--- src/rtl/mc_sequencer_pkg.sv ---
// Shared encodings for the multicycle sequencer: opcodes, funct fields, ALU codes,
// writeback selects, FSM states and the opcode classifier used at DECODE.
package mc_sequencer_pkg;

  localparam logic [6:0] OP_ARITH = 7'b0110011;
  localparam logic [6:0] OP_ADDI  = 7'b0010011;
  localparam logic [6:0] OP_COND  = 7'b1100011;
  localparam logic [6:0] OP_JAL   = 7'b1101111;
  localparam logic [6:0] OP_JALR  = 7'b1100111;
  localparam logic [6:0] OP_LOAD  = 7'b0000011;
  localparam logic [6:0] OP_STORE = 7'b0100011;

  localparam logic [2:0] F3_ADD_SUB = 3'b000;
  localparam logic [2:0] F3_BNE     = 3'b001;
  localparam logic [2:0] F3_SLT     = 3'b010;
  localparam logic [2:0] F3_XOR     = 3'b100;
  localparam logic [2:0] F3_OR      = 3'b110;
  localparam logic [2:0] F3_AND     = 3'b111;
  localparam logic [6:0] F7_SUB     = 7'b0100000;

  localparam logic [2:0] ALU_add = 3'd0;
  localparam logic [2:0] ALU_sub = 3'd1;
  localparam logic [2:0] ALU_and = 3'd2;
  localparam logic [2:0] ALU_or  = 3'd3;
  localparam logic [2:0] ALU_xor = 3'd4;
  localparam logic [2:0] ALU_slt = 3'd5;

  localparam logic [1:0] M2R_ALU = 2'b00;
  localparam logic [1:0] M2R_MEM = 2'b01;
  localparam logic [1:0] M2R_PC4 = 2'b10;

  localparam logic [2:0] FETCH  = 3'd0;
  localparam logic [2:0] DECODE = 3'd1;
  localparam logic [2:0] EXEC   = 3'd2;
  localparam logic [2:0] MEM    = 3'd3;
  localparam logic [2:0] WB     = 3'd4;
  localparam logic [2:0] HALT   = 3'd5;

  typedef enum logic [2:0] {
    CL_ARITH, CL_ADDI, CL_LOAD, CL_STORE, CL_COND, CL_JAL, CL_JALR, CL_OTHER
  } op_class_e;

  function automatic op_class_e op_class(input logic [6:0] opcode);
    case (opcode)
      OP_ARITH: return CL_ARITH;
      OP_ADDI:  return CL_ADDI;
      OP_LOAD:  return CL_LOAD;
      OP_STORE: return CL_STORE;
      OP_COND:  return CL_COND;
      OP_JAL:   return CL_JAL;
      OP_JALR:  return CL_JALR;
      default:  return CL_OTHER;
    endcase
  endfunction

endpackage

--- src/rtl/mc_sequencer_alu_op_decode.sv ---
// Register-register ALU operation decode from funct3/funct7.
module mc_sequencer_alu_op_decode (
  input  logic [2:0] funct3,
  input  logic [6:0] funct7,
  output logic [2:0] alu_op
);
  import mc_sequencer_pkg::*;

  always_comb begin
    alu_op = ALU_add;
    case (funct3)
      F3_ADD_SUB: alu_op = (funct7 == F7_SUB) ? ALU_sub : ALU_add;
      F3_AND:     alu_op = ALU_and;
      F3_OR:      alu_op = ALU_or;
      F3_XOR:     alu_op = ALU_xor;
      F3_SLT:     alu_op = ALU_slt;
      default:    alu_op = ALU_add;
    endcase
  end

endmodule

--- src/rtl/mc_sequencer.sv ---
// Multicycle FETCH/DECODE/EXEC/MEM/WB control sequencer with retired-instruction counter.
// Build option MC_ILLEGAL_TRAP_EN: unknown opcodes halt with a sticky illegal flag.
module mc_sequencer #(
  parameter int unsigned CNT_W = 32
) (
  input  logic             clk,
  input  logic             rst,
  input  logic [31:0]      instr,
  input  logic             mem_ack,
  output logic             mem_req,
  output logic             mem_we,
  output logic             iord,
  output logic             ir_wr,
  output logic             pc_wr,
  output logic             ALUsrc,
  output logic [2:0]       ALUOp,
  output logic [1:0]       memtoreg,
  output logic             reg_wr,
  output logic             bra,
  output logic             bne,
  output logic             jump,
  output logic             instr_done,
  output logic [CNT_W-1:0] instret,
  output logic             illegal
);
  import mc_sequencer_pkg::*;

  logic [2:0]       state_q, state_d;
  op_class_e        class_q;
  logic [2:0]       funct3_q;
  logic [6:0]       funct7_q;
  logic [2:0]       arith_op;
  logic             retire;
  logic [CNT_W-1:0] instret_q;
  logic             unused_instr;

  // Register indices and immediates belong to the datapath.
  assign unused_instr = ^{instr[24:15], instr[11:7]};

  mc_sequencer_alu_op_decode u_alu_op_decode (
    .funct3 (funct3_q),
    .funct7 (funct7_q),
    .alu_op (arith_op)
  );

  always_ff @(posedge clk or posedge rst) begin
    if (rst) begin
      state_q  <= FETCH;
      class_q  <= CL_OTHER;
      funct3_q <= '0;
      funct7_q <= '0;
    end else begin
      state_q <= state_d;
      if (state_q == DECODE) begin
        class_q  <= op_class(instr[6:0]);
        funct3_q <= instr[14:12];
        funct7_q <= instr[31:25];
      end
    end
  end

  always_ff @(posedge clk or posedge rst) begin
    if (rst) begin
      instret_q <= '0;
    end else if (retire) begin
      instret_q <= instret_q + CNT_W'(1);
    end
  end

  always_comb begin
    state_d  = state_q;
    mem_req  = 1'b0;
    mem_we   = 1'b0;
    iord     = 1'b0;
    ir_wr    = 1'b0;
    pc_wr    = 1'b0;
    ALUsrc   = 1'b0;
    ALUOp    = ALU_add;
    memtoreg = M2R_ALU;
    reg_wr   = 1'b0;
    bra      = 1'b0;
    bne      = 1'b0;
    jump     = 1'b0;
    retire   = 1'b0;
    case (state_q)
      FETCH: begin
        mem_req = 1'b1;
        if (mem_ack) begin
          ir_wr   = 1'b1;
          pc_wr   = 1'b1;
          state_d = DECODE;
        end
      end
      DECODE: begin
        if (op_class(instr[6:0]) != CL_OTHER) begin
          state_d = EXEC;
        end else begin
`ifdef MC_ILLEGAL_TRAP_EN
          state_d = HALT;
`else
          retire  = 1'b1;
          state_d = FETCH;
`endif
        end
      end
      EXEC: begin
        unique case (class_q)
          CL_ARITH: begin
            ALUOp   = arith_op;
            state_d = WB;
          end
          CL_ADDI: begin
            ALUsrc  = 1'b1;
            state_d = WB;
          end
          CL_LOAD, CL_STORE: begin
            ALUsrc  = 1'b1;
            state_d = MEM;
          end
          CL_COND: begin
            ALUOp   = ALU_sub;
            bra     = 1'b1;
            bne     = (funct3_q == F3_BNE);
            retire  = 1'b1;
            state_d = FETCH;
          end
          CL_JAL: begin
            jump    = 1'b1;
            pc_wr   = 1'b1;
            state_d = WB;
          end
          CL_JALR: begin
            ALUsrc  = 1'b1;
            jump    = 1'b1;
            pc_wr   = 1'b1;
            state_d = WB;
          end
          CL_OTHER: state_d = FETCH;
        endcase
      end
      MEM: begin
        // Address computation stays on the ALU for the whole access.
        mem_req = 1'b1;
        iord    = 1'b1;
        ALUsrc  = 1'b1;
        mem_we  = (class_q == CL_STORE);
        if (mem_ack) begin
          if (class_q == CL_STORE) begin
            retire  = 1'b1;
            state_d = FETCH;
          end else begin
            state_d = WB;
          end
        end
      end
      WB: begin
        reg_wr   = 1'b1;
        retire   = 1'b1;
        state_d  = FETCH;
        if (class_q == CL_LOAD) begin
          memtoreg = M2R_MEM;
        end else if (class_q == CL_JAL || class_q == CL_JALR) begin
          memtoreg = M2R_PC4;
        end
      end
      HALT: state_d = HALT;
      default: state_d = FETCH;
    endcase
    // Reset silences every output immediately, including a pending Mealy ack path.
    if (rst) begin
      mem_req  = 1'b0;
      mem_we   = 1'b0;
      iord     = 1'b0;
      ir_wr    = 1'b0;
      pc_wr    = 1'b0;
      ALUsrc   = 1'b0;
      ALUOp    = ALU_add;
      memtoreg = M2R_ALU;
      reg_wr   = 1'b0;
      bra      = 1'b0;
      bne      = 1'b0;
      jump     = 1'b0;
      retire   = 1'b0;
    end
  end

  assign instr_done = retire;
  assign instret    = instret_q;

`ifdef MC_ILLEGAL_TRAP_EN
  assign illegal = (state_q == HALT) && !rst;
`else
  assign illegal = 1'b0;
`endif

endmodule

--- config.mk ---
export PLATFORM = sky130hd
export DESIGN_NAME = mc_sequencer
export DESIGN_NICKNAME = d
export VERILOG_FILES = /design/src/rtl/mc_sequencer_pkg.sv /design/src/rtl/mc_sequencer_alu_op_decode.sv /design/src/rtl/mc_sequencer.sv
export SDC_FILE = /design/constraint.sdc
export NUM_CORES = 1
export LEC_CHECK = 0
export BUFFER_PORTS_ARGS = -buffer_cell sky130_fd_sc_hd__buf_2
export CELL_PAD_IN_SITES_DETAIL_PLACEMENT = 1
export CELL_PAD_IN_SITES_GLOBAL_PLACEMENT = 1
export CORE_ASPECT_RATIO = 1.75
export CORE_UTILIZATION = 40
export DETAILED_ROUTE_END_ITERATION = 16
export PLACE_DENSITY = 0.93
export SYNTH_ARGS = -nofsm -noshare
export SYNTH_HDL_FRONTEND = slang
export SYNTH_SLANG_ARGS = --single-unit
--- constraint.sdc ---
create_clock -name clk -period 4.7 [get_ports clk]
set_input_delay 0.94 -clock clk [delete_from_list [all_inputs] [get_ports clk]]
set_output_delay 0.94 -clock clk [all_outputs]
set_load 0.02 [all_outputs]
**After elaboration in Yosys (flattened, before gate mapping)**

Cells that the tools add are included.

- Flip-flop bits (word level): 48
- Input port bits: 35

- Reduce and logical (&&, ||, !) cells: 11
- Equality and inequality tests: 28
- Muxes and demuxes: 47
- $add $sub $neg: 1

Operators with widths:

| cell | count |
|---|---|
| $add A32 B1 Y32 const B | 1 |
| $pmux W3 S5 | 2 |
| $mux W1 | 28 |
| $eq A3 B3 Y1 const B | 9 |
| $eq A7 B6 Y1 const B | 3 |
| $eq A7 B7 Y1 const B | 3 |
| $pmux W3 S7 | 1 |
| $mux W3 | 6 |
| $eq A3 B2 Y1 const B | 5 |
| $mux W2 | 5 |
| $eq A3 B1 Y1 const B | 3 |
| $logic_not A3 Y1 | 3 |
| $pmux W3 S3 | 1 |
| $reduce_or A2 Y1 | 4 |
| $reduce_or A4 Y1 | 2 |
| $eq A7 B2 Y1 const B | 1 |
| $eq A7 B5 Y1 const B | 1 |
| $pmux W3 S2 | 1 |
| $ne A2 B2 Y1 const B | 2 |
| $pmux W1 S2 | 2 |
| $pmux W1 S4 | 1 |
| $ne A3 B3 Y1 const B | 1 |
| $reduce_and A2 Y1 | 1 |
| $logic_or A1 B1 Y1 | 1 |

**Logic depth before layout (Yosys ltp)**

Gate-level depths: netlist of run 1.

- Depth in word-level cells: 7
- Depth in mapped cells: 7
- Mapped depth without buffers: 5

**Cells and area by module**

A second synthesis of run 1 with hierarchy kept.

- Cell total of the unflattened synthesis: 260
- Area total of the unflattened synthesis: 2,631.3 µm²

By module, submodules not included:

| module | times used | cells an instance | area an instance (µm²) | seq. area each (µm²) |
|---|---|---|---|---|
| mc_sequencer | 1 | 253 | 2,572.5 | 1,204.9 |
| mc_sequencer_alu_op_decode | 1 | 7 | 58.8 | 0.0 |

**Least setup slack after synthesis of run 1**

OpenSTA, ideal clock, no wires.

- Kind: input port to output port
- Start point: input port instr[3]
- End point: output port instr_done
- Stages on the path: 5
- Path slack: 1,527 ps
- Data arrival time: 2,233 ps
- Buffers on the path: 1
- Path through: or2_2 > a221o_1 > a221oi_2 > buf_2 > nor2_1

- Word-level cells in the longest chain between the ends: 7
- Elaborated cells on any way between the ends: 13

RTL lines:

| what | line | RTL |
|---|---|---|
| from (decl) | mc_sequencer.sv:8 | `input logic [31:0] instr,` |
| $eq A7 B7 Y1, or another cell as far along | mc_sequencer_pkg.sv:44 | `case (opcode)` |
| $pmux W3 S7 * | mc_sequencer_pkg.sv:44 |  |
| $mux W3 * | mc_sequencer.sv:85 | `case (state_q)` |
| $ne A3 B3 Y1 * | mc_sequencer.sv:95 | `if (op_class(instr[6:0]) != CL_OTHER) begin` |
| $mux W1 * | mc_sequencer.sv:95 |  |
| $pmux W1 S4 * | mc_sequencer.sv:85 |  |
| $mux W1 * | mc_sequencer.sv:170 | `if (rst) begin` |
| to (decl) | mc_sequencer.sv:22 | `output logic instr_done,` |

Mark *: on every way between the ends. The rest lies on a longest branch, timed or not. The select of a mux whose other input is x is not followed.

**Final worst setup path of run 1**

Same ends and word-level chain as after synthesis.

==> results of run 1 <==
synth_stat cells (all sizes together) (3+ instances only):
| library cell | instances |
|---|---|
| nand2b | 6 |
| dfstp | 3 |
| nand2 | 13 |
| nor2 | 23 |
| buf | 4 |
| nor4 | 20 |
| and3 | 5 |
| or2 | 3 |
| xor2 | 29 |
| dfrtp | 45 |
| nand4 | 3 |
| nand3 | 16 |
| nor4b | 5 |
| o21ai | 4 |
| a21oi | 8 |
| inv | 10 |
| xnor2 | 5 |
| nor3 | 11 |
| mux2 | 12 |
| clkbuf | 9 |
registers in the layout, summed over array words and instances, names as in the netlist:
| name | cells |
|---|---|
| instret | 32 |
| class_q | 3 |
| funct3_q | 3 |
| funct7_q | 7 |
| state_q | 3 |
worst paths after layout:
path / end
min in group asynchronous: instret[1]
min reg2reg: instret[31]
max reg2reg: instret[22]
max in group asynchronous: class_q[1]
min: instret[31]
max: instr_done
routing by layer:
layer,vias to the layer above,global-route usage,share of wire
li1,1034,-,-
met1,1083,0.230,0.39
met2,56,0.416,0.56
met3,9,0.0328,0.036
met4,0,0.0714,0.016
met5,-,0,0
power by group through the flow:
stage	registers (mW)	logic (mW)	clock network [mW]
detailed placement	0.620	0.469	0
CTS	0.611	0.471	0.270
floorplan	0.593	0.349	0
global route	0.628	0.515	0.282
global placement	0.610	0.449	0
finish	0.612	0.465	0.255
worst max-delay path, delay by kind of cell:
| family | cells | cell delay, ps |
|---|---|---|
| AO/OA/AOI/OAI | 2 | 630 |
| buffers and inverters | 3 | 660 |
| AND/OR/NAND/NOR | 2 | 440 |
final cells by class:
cell class                 instances  area share
multi-input combinational        187       0.411
sequential                        48       0.396
tap                               80      0.0329
timing repair buffer              70       0.118
inverter                          10      0.0124
clock buffer                       8      0.0296
cells by family after synthesis:
group | Yosys count | share of synthesized area
flip-flops | 48 | 0.473
multiplexers | 12 | 0.0531
XOR/XNOR | 34 | 0.117
AO/OA/AOI/OAI | 23 | 0.0600
adder cells (fa/ha/maj) | 1 | 0.00491
buffers and inverters | 23 | 0.0364
other | 1 | 0.00147
AND/OR/NAND/NOR | 116 | 0.254
through the flow:
step,utilization,setup slack (ps),hold WS [ps],total power [mW],instances
floorplan,-,1530,472,0.942,258
global placement,0.477,1100,455,1.06,395
detailed placement,0.477,1090,470,1.09,395
CTS,0.492,1080,493,1.35,403
global route,0.492,999,514,1.42,403
finish,0.492,1100,484,1.33,403
==> impl_metrics.tcl, run 1 <==
set metrics [dict create \
    min_path_type "flip-flop to flip-flop" \
    totalWireLength_um 6520 \
    synth-edff-count 0 \
    synth_top_area_frac 0.442 \
    numClockSinks 48 \
    final_layout_size_suffix_gt1_frac 0.307 \
    reg2reg_depth 7 \
    dr.pass1.iters 4 \
    crit_top_cell "buf_2" \
    post-cts-setup-buffers 0 \
    seq_area_frac_synth 0.473 \
    synthTopCellsByArea "dfrtp_1 (44%), xor2_1 (10%), mux2_2 (5.3%), nor4_1 (4.9%), nor2_1 (3.4%)" \
    slew_headroom 0.605 \
    first_iter_violations 98 \
    path_cells "buf_2 > or2_2 > a221o_1 > a221oi_2 > buf_4 > nor2_1 > buf_2" \
    hold_viol_final 0 \
    rows 38 \
    grt_pass1_vias 2360 \
    max_stage_delay_ps 350 \
    portBuffers 67 \
    track_usage 0.214 \
    internal_power_uw 812 \
    drc_errors 0 \
    insertion_delay_ps 300 \
    fp.dieW_um 62.3 \
    synth-async-reset-ratio 1.00 \
    synth_top_area_cell "dfrtp_1" \
    cts_root_buffer "clkbuf_8" \
    start_util 0.412 \
    final_common_cell "buf_2" \
    min_period_over_period 0.766 \
    r2r-start "state_q[0]" \
    final_cell_area_um2 3040 \
    powerDensity_nw_per_um2 438 \
    outcome "complete, no violations" \
    finClkSkew_ps 4.24 \
    cts_htree_levels 2 \
    period_needed_ps 3600 \
    gr-total-overflow 0 \
    multiInputGateArea_um2 1250 \
    hpwlAfterDp_um 4950 \
    synth_seq_cells 48 \
    layout.area.seq_um2 1200 \
    power.share.clock 0.192 \
    p_leak_nw 1.60 \
    routedWlPerCell_um 16.2 \
    syn_to_final_growth_pct 19.4 \
    rsz0062_at_grt "no" \
    startpoint_type "input pin" \
    pwr-share-seq 0.460 \
    crit_required_ps 3760 \
    post_cts_resized 0 \
    reg2reg_slack_ps 2200 \
    clk_pin_slew_ps 80 \
    gp_congestion 0.805 \
    clk_path_buf_depth 2 \
    slowest_stage "a221o_1" \
    hold_path_depth 1 \
    critPathMaxFanout 31 \
    peakVddDrop_uv 250 \
    cts_tree "built" \
    maxCapViolCount 0 \
    yosysWarnings 0 \
    switching_share 0.390 \
    path_class "input pin to output pin" \
    ctsHoldBuffers 0 \
    die_h_um 108 \
    fin_nets 358 \
    power_frac_comb 0.349 \
    switchingPower_uw 520 \
    finalSetupTns_ps 0 \
    place_area_um2 2950 \
    synth_cell_types 43 \
    vias 2182 \
    cp-startpoint "instr[3]" \
    setup-violations-final 0 \
    grt_start_max_net_pins 32 \
    grt_first_pass_wirelength_um 11300 \
    worst_setup_path_end_kind "output pin" \
    core_area_um2 6180 \
    most-common-layout-cells "buf_2 (67), dfrtp_1 (45), xor2_1 (29)" \
    dieArea_um2 6700 \
    synthFlopType "dfrtp_1" \
    ant_nets 0 \
    antenna_found_initial 0 \
    synth_area_per_cell_um2 9.87 \
    cts_inserted_buffers 5 \
    drv_slew 0 \
    vias_per_cell 5.41 \
    mappedNetlistArea_um2 2550 \
    worst_pin_slew_ps 589 \
    min-delay-start "instret[31]" \
    arrival_ps 2660 \
    num_antenna_cells 0 \
    max_freq_ghz 0.278 \
    synth_nets 294 \
    fillers 759 \
    synthCells 258 \
    io_pins 84 \
]
(Power assumes the default switching activity.)
==> run 2: changes to the inputs <==
--- a/config.mk
+++ b/config.mk
@@ -9,9 +9,9 @@
 export CELL_PAD_IN_SITES_DETAIL_PLACEMENT = 1
 export CELL_PAD_IN_SITES_GLOBAL_PLACEMENT = 1
 export CORE_ASPECT_RATIO = 1.75
-export CORE_UTILIZATION = 40
+export CORE_UTILIZATION = 38
 export DETAILED_ROUTE_END_ITERATION = 16
-export PLACE_DENSITY = 0.93
+export PLACE_DENSITY = 0.89
 export SYNTH_ARGS = -nofsm -noshare
 export SYNTH_HDL_FRONTEND = slang
 export SYNTH_SLANG_ARGS = --single-unit
==> constraint.sdc (replaced) <==
create_clock -name clk -period 3.8 [get_ports clk]
set_input_delay 0.76 -clock clk [delete_from_list [all_inputs] [get_ports clk]]
set_output_delay 0.76 -clock clk [all_outputs]
set_load 0.02 [all_outputs]
==> run 2 against run 1 <==
Against the previous run:
- first-iteration DRC count is 14% higher
- die area is 5.1% higher
- clock power rose by 98%
- via count rose by 0.46%
- sequential cell count unchanged
- clock-buffer cell count is 3 lower
- worst setup slack got worse by 270 ps
- routed wire length grew 2.0%
==> impl_metrics.tcl, run 2 (synthesized netlist as in run 1, its figures left out) <==
set metrics [dict create \
    multiInputGateArea_um2 1250 \
    crit_required_ps 3040 \
    post-place-ws_ps 829 \
    post_cts_resized 0 \
    io_pins 84 \
    drc_errors 0 \
    portBuffers 67 \
    final_cell_area_um2 3120 \
    num_antenna_cells 0 \
    slew_headroom 0.589 \
    setup_ws_ps 828 \
    min_period_over_period 0.782 \
    setup-violations-final 0 \
    track_usage 0.205 \
    gr-total-overflow 0 \
    rsz0062_at_grt "no" \
    post-cts-setup-buffers 0 \
    clk_pin_slew_ps 60 \
    fillers 762 \
    hold_viol_final 0 \
    most-common-layout-cells "buf_2 (67), dfrtp_1 (45), xor2_1 (29)" \
    startpoint_type "input pin" \
    finalSetupTns_ps 0 \
    cts_tree "built" \
    numClockSinks 48 \
    fp.dieW_um 63.9 \
    dr.pass1.iters 4 \
    arrival_ps 2210 \
    final_common_cell "buf_2" \
    insertion_delay_ps 290 \
    p_leak_nw 1.63 \
    totalWireLength_um 6650 \
    powerDensity_nw_per_um2 588 \
    path_class "input pin to output pin" \
    period_needed_ps 2970 \
    syn_to_final_growth_pct 22.5 \
    antenna_found_initial 0 \
    place_area_um2 2950 \
    power_mw 1.83 \
    vias_per_cell 5.41 \
    final_layout_size_suffix_gt1_frac 0.313 \
    min_path_type "flip-flop to flip-flop" \
    drv_slew 0 \
    ant_nets 0 \
    clk_path_buf_depth 2 \
    maxCapViolCount 0 \
    core_area_um2 6490 \
    rows 39 \
    hpwlAfterDp_um 4930 \
    max_freq_ghz 0.336 \
    cts_root_buffer "clkbuf_16" \
    finClkSkew_ps 4.34 \
    worst_setup_path_end_kind "output pin" \
    start_util 0.392 \
    largest_reg_flops 32 \
    cts_htree_levels 2 \
    gp_congestion 0.823 \
    outcome "complete, no violations" \
    worst_pin_slew_ps 614 \
    dieArea_um2 7040 \
    grt_pass1_vias 2328 \
    routedWlPerCell_um 16.4 \
    cts_inserted_buffers 5 \
    first_iter_violations 112 \
    critPathMaxFanout 4 \
    fin_nets 358 \
    ctsHoldBuffers 0 \
    utilization 0.481 \
    grt_start_max_net_pins 44 \
    peakVddDrop_uv 435 \
    layout.area.seq_um2 1200 \
    vias 2192 \
    die_h_um 110 \
    grt_first_pass_wirelength_um 11000 \
]
==> run 2: changes by cell type in the layout (fill, tap and decap cells not counted), sizes merged <==
cell / delta
clkbuf: -3
bufinv: +1
clkinv: +1
clkinvlp: +1
==> run 2: area by class of cell <==
class / instances / area share
clock inverter: 3 / 0.0136
tap: 82 / 0.0329
timing repair buffer: 70 / 0.115
multi-input combinational: 187 / 0.400
inverter: 10 / 0.0120
clock buffer: 5 / 0.0401
sequential: 48 / 0.386
==> run 2: final timing paths <==
check / from / to / slack, ps / cells after the start
min: instret[31] / instret[31] / 480 / 1
min in group asynchronous: rst / instret[28] / 580 / 2
max in group asynchronous: rst / instret[5] / 2430 / 3
min reg2reg: instret[31] / instret[31] / 480 / 1
max: instr[3] / instr_done / 830 / 6
max reg2reg: class_q[2] / instret[22] / 1350 / 6
==> run 2: per-layer routing <==
layer  routed length (um)  vias up  track usage
met5                    0        -            0
met2                 3700       56        0.397
li1                     -     1034            -
met1                 2560     1094        0.218
met4                  118        0       0.0747
met3                  274        8       0.0350
==> run 2: worst max-delay path, cell delays in order <==
cell      delay (ps)
buf_2            120
or2_2            300
a221o_1          360
a221oi_2         330
nor2_1           130
buf_2            200
==> run 2: report_power, final <==
part / switching, mW / internal [mW]
clock network: 0.196 / 0.309
logic: 0.340 / 0.234
registers: 0.133 / 0.622
total: 0.669 / 1.17
==> run 2: stage by stage <==
step | std cells | hold WS (ps)
2_1_floorplan | 258 | 472
3_3_place_gp | 397 | 471
3_5_place_dp | 397 | 462
4_1_cts | 405 | 478
5_1_grt | 405 | 506
6_report | 405 | 480
==> run 3: changes to the inputs <==
==> constraint.sdc (replaced) <==
create_clock -name clk -period 2.8 [get_ports clk]
set_input_delay 0.56 -clock clk [delete_from_list [all_inputs] [get_ports clk]]
set_output_delay 0.56 -clock clk [all_outputs]
set_load 0.02 [all_outputs]
==> run 3 against run 2 <==
Against the previous run:
- sequential share of layout area barely moved
- cell area barely moved
- routed wire length rose by 0.71%
- highest routed layer unchanged
- clock skew shrank 1.3 ps
- largest cell class unchanged
- clock-buffer cell count grew 1
==> impl_metrics.tcl, run 3 (synthesized netlist as in run 1, its figures left out) <==
set metrics [dict create \
    critPathMaxFanout 13 \
    core_area_um2 6490 \
    routedWlPerCell_um 16.5 \
    syn_to_final_growth_pct 22.6 \
    portBuffers 67 \
    rows 39 \
    p_leak_nw 1.64 \
    largest_reg_flops 32 \
    start_util 0.392 \
    outcome "complete, no violations" \
    met2_length_um 3710 \
    internal_power_mw 1.52 \
    fin_nets 360 \
    routedLengthMet1_um 2630 \
    crit_required_ps 2240 \
    die_h_um 110 \
    min_path_type "input pin to async pin" \
    hold_viol_final 0 \
    gp_congestion 0.839 \
    final_layout_size_suffix_gt1_frac 0.320 \
    path_class "flip-flop to output pin" \
    grt_start_max_net_pins 44 \
    r2r-start "state_q[0]" \
    setup_ws_ps 203 \
    worst_pin_slew_ps 576 \
    finalSetupTns_ps 0 \
    slew_headroom 0.616 \
    power_frac_comb 0.327 \
    track_usage 0.209 \
    grt_pass1_vias 2318 \
    cts_tree "built" \
    path_cells "inv_1 > nor3_2 > a221oi_2 > nor2_1 > buf_2" \
    cts_inserted_buffers 5 \
    switching_share 0.372 \
    setup-violations-final 0 \
    post-place-ws_ps 228 \
    fp.dieW_um 63.9 \
    startpoint_type "flip-flop" \
    slowest_stage "dfrtp_1" \
    vias_per_cell 5.42 \
    gr-total-overflow 0 \
    rsz0062_at_grt "no" \
    min_period_over_period 0.927 \
    clk_pin_slew_ps 60 \
    most-common-layout-cells "buf_2 (67), dfrtp_1 (45), xor2_1 (29)" \
    maxCapViolCount 0 \
    fillers 777 \
    final_common_cell "buf_2" \
    timing.hold.ws_ps 382 \
    arrival_ps 2040 \
    finClkSkew_ps 3.00 \
    cts_htree_levels 2 \
    period_needed_ps 2600 \
    worst_setup_path_end_kind "output pin" \
    grt_first_pass_wirelength_um 11300 \
    vias 2206 \
    first_iter_violations 136 \
    clk_path_buf_depth 2 \
    drc_errors 0 \
    drv_slew 0 \
    pwr-share-seq 0.425 \
    utilization 0.481 \
    max_stage_delay_ps 620 \
    switchingPower_uw 901 \
    antenna_found_initial 0 \
    maxUsedRoutingLayer "met4" \
    cts_root_buffer "clkbuf_16" \
    dieArea_um2 7040 \
    numClockSinks 48 \
    power.share.clock 0.248 \
    totalWireLength_um 6700 \
    powerDensity_nw_per_um2 776 \
    max_freq_ghz 0.385 \
    power_mw 2.42 \
    peakVddDrop_uv 352 \
    cp-startpoint "state_q[0]" \
    insertion_delay_ps 280 \
    wl_met3_um 252 \
    num_antenna_cells 0 \
    dr.pass1.iters 4 \
    io_pins 84 \
    ant_nets 0 \
    hpwlAfterDp_um 4950 \
]
-- run 3: metal layers --
layer / vias up / GRT usage
li1: 1042 / -
met1: 1093 / 0.236
met2: 65 / 0.391
met3: 6 / 0.0309
met4: 0 / 0.0763
met5: - / 0
-- run 3: final timing paths --
| kind | end | slack, ps | depth (start not counted) |
|---|---|---|---|
| max in group asynchronous | state_q[2] | 1610 | 3 |
| min | instret[29] | 380 | 2 |
| max reg2reg | instret[22] | 440 | 6 |
| max | instr_done | 200 | 5 |
| min reg2reg | instret[14] | 480 | 1 |
| min in group clk | instret[14] | 480 | 1 |
-- run 3: power by group through the flow --
stage | Sequential [mW] | Clock [mW] | Combinational [mW]
after floorplan | 0.996 | 0 | 0.585
after global placement | 1.02 | 0 | 0.773
after detailed placement | 1.04 | 0 | 0.800
after CTS | 1.03 | 0.622 | 0.804
after global routing | 1.06 | 0.644 | 0.883
final | 1.03 | 0.600 | 0.792
-- run 3: repair_timing --
item / CTS / global route
gates resized for setup: 0 / 1
hold endpoints to repair: 0 / 0
hold buffers: 0 / 0
endpoints found under the setup margin: 0 / 1
buffers inserted: 0 / 0
-- run 3: area by class of cell --
type,count,area [um2],area share
clock buffer,6,139,0.0445
clock inverter,2,10.0,0.00321
inverter,10,37.5,0.0120
multi-input combinational,187,1250,0.402
sequential,48,1200,0.386
tap,82,103,0.0329
timing repair buffer,72,373,0.119
-- run 3: per-stage QoR --
stage          instance area (um2)  std cells
2_1_floorplan                 2550        258
3_3_place_gp                  2970        399
3_5_place_dp                  2970        399
4_1_cts                       3120        407
5_1_grt                       3120        407
6_report                      3120        407
-- run 3: critical path, delay by kind of cell, from the launching register on --
kind | cells | cell delay (ps)
buffers and inverters | 2 | 460
AO/OA/AOI/OAI | 1 | 120
AND/OR/NAND/NOR | 2 | 540
flip-flops | 1 | 620
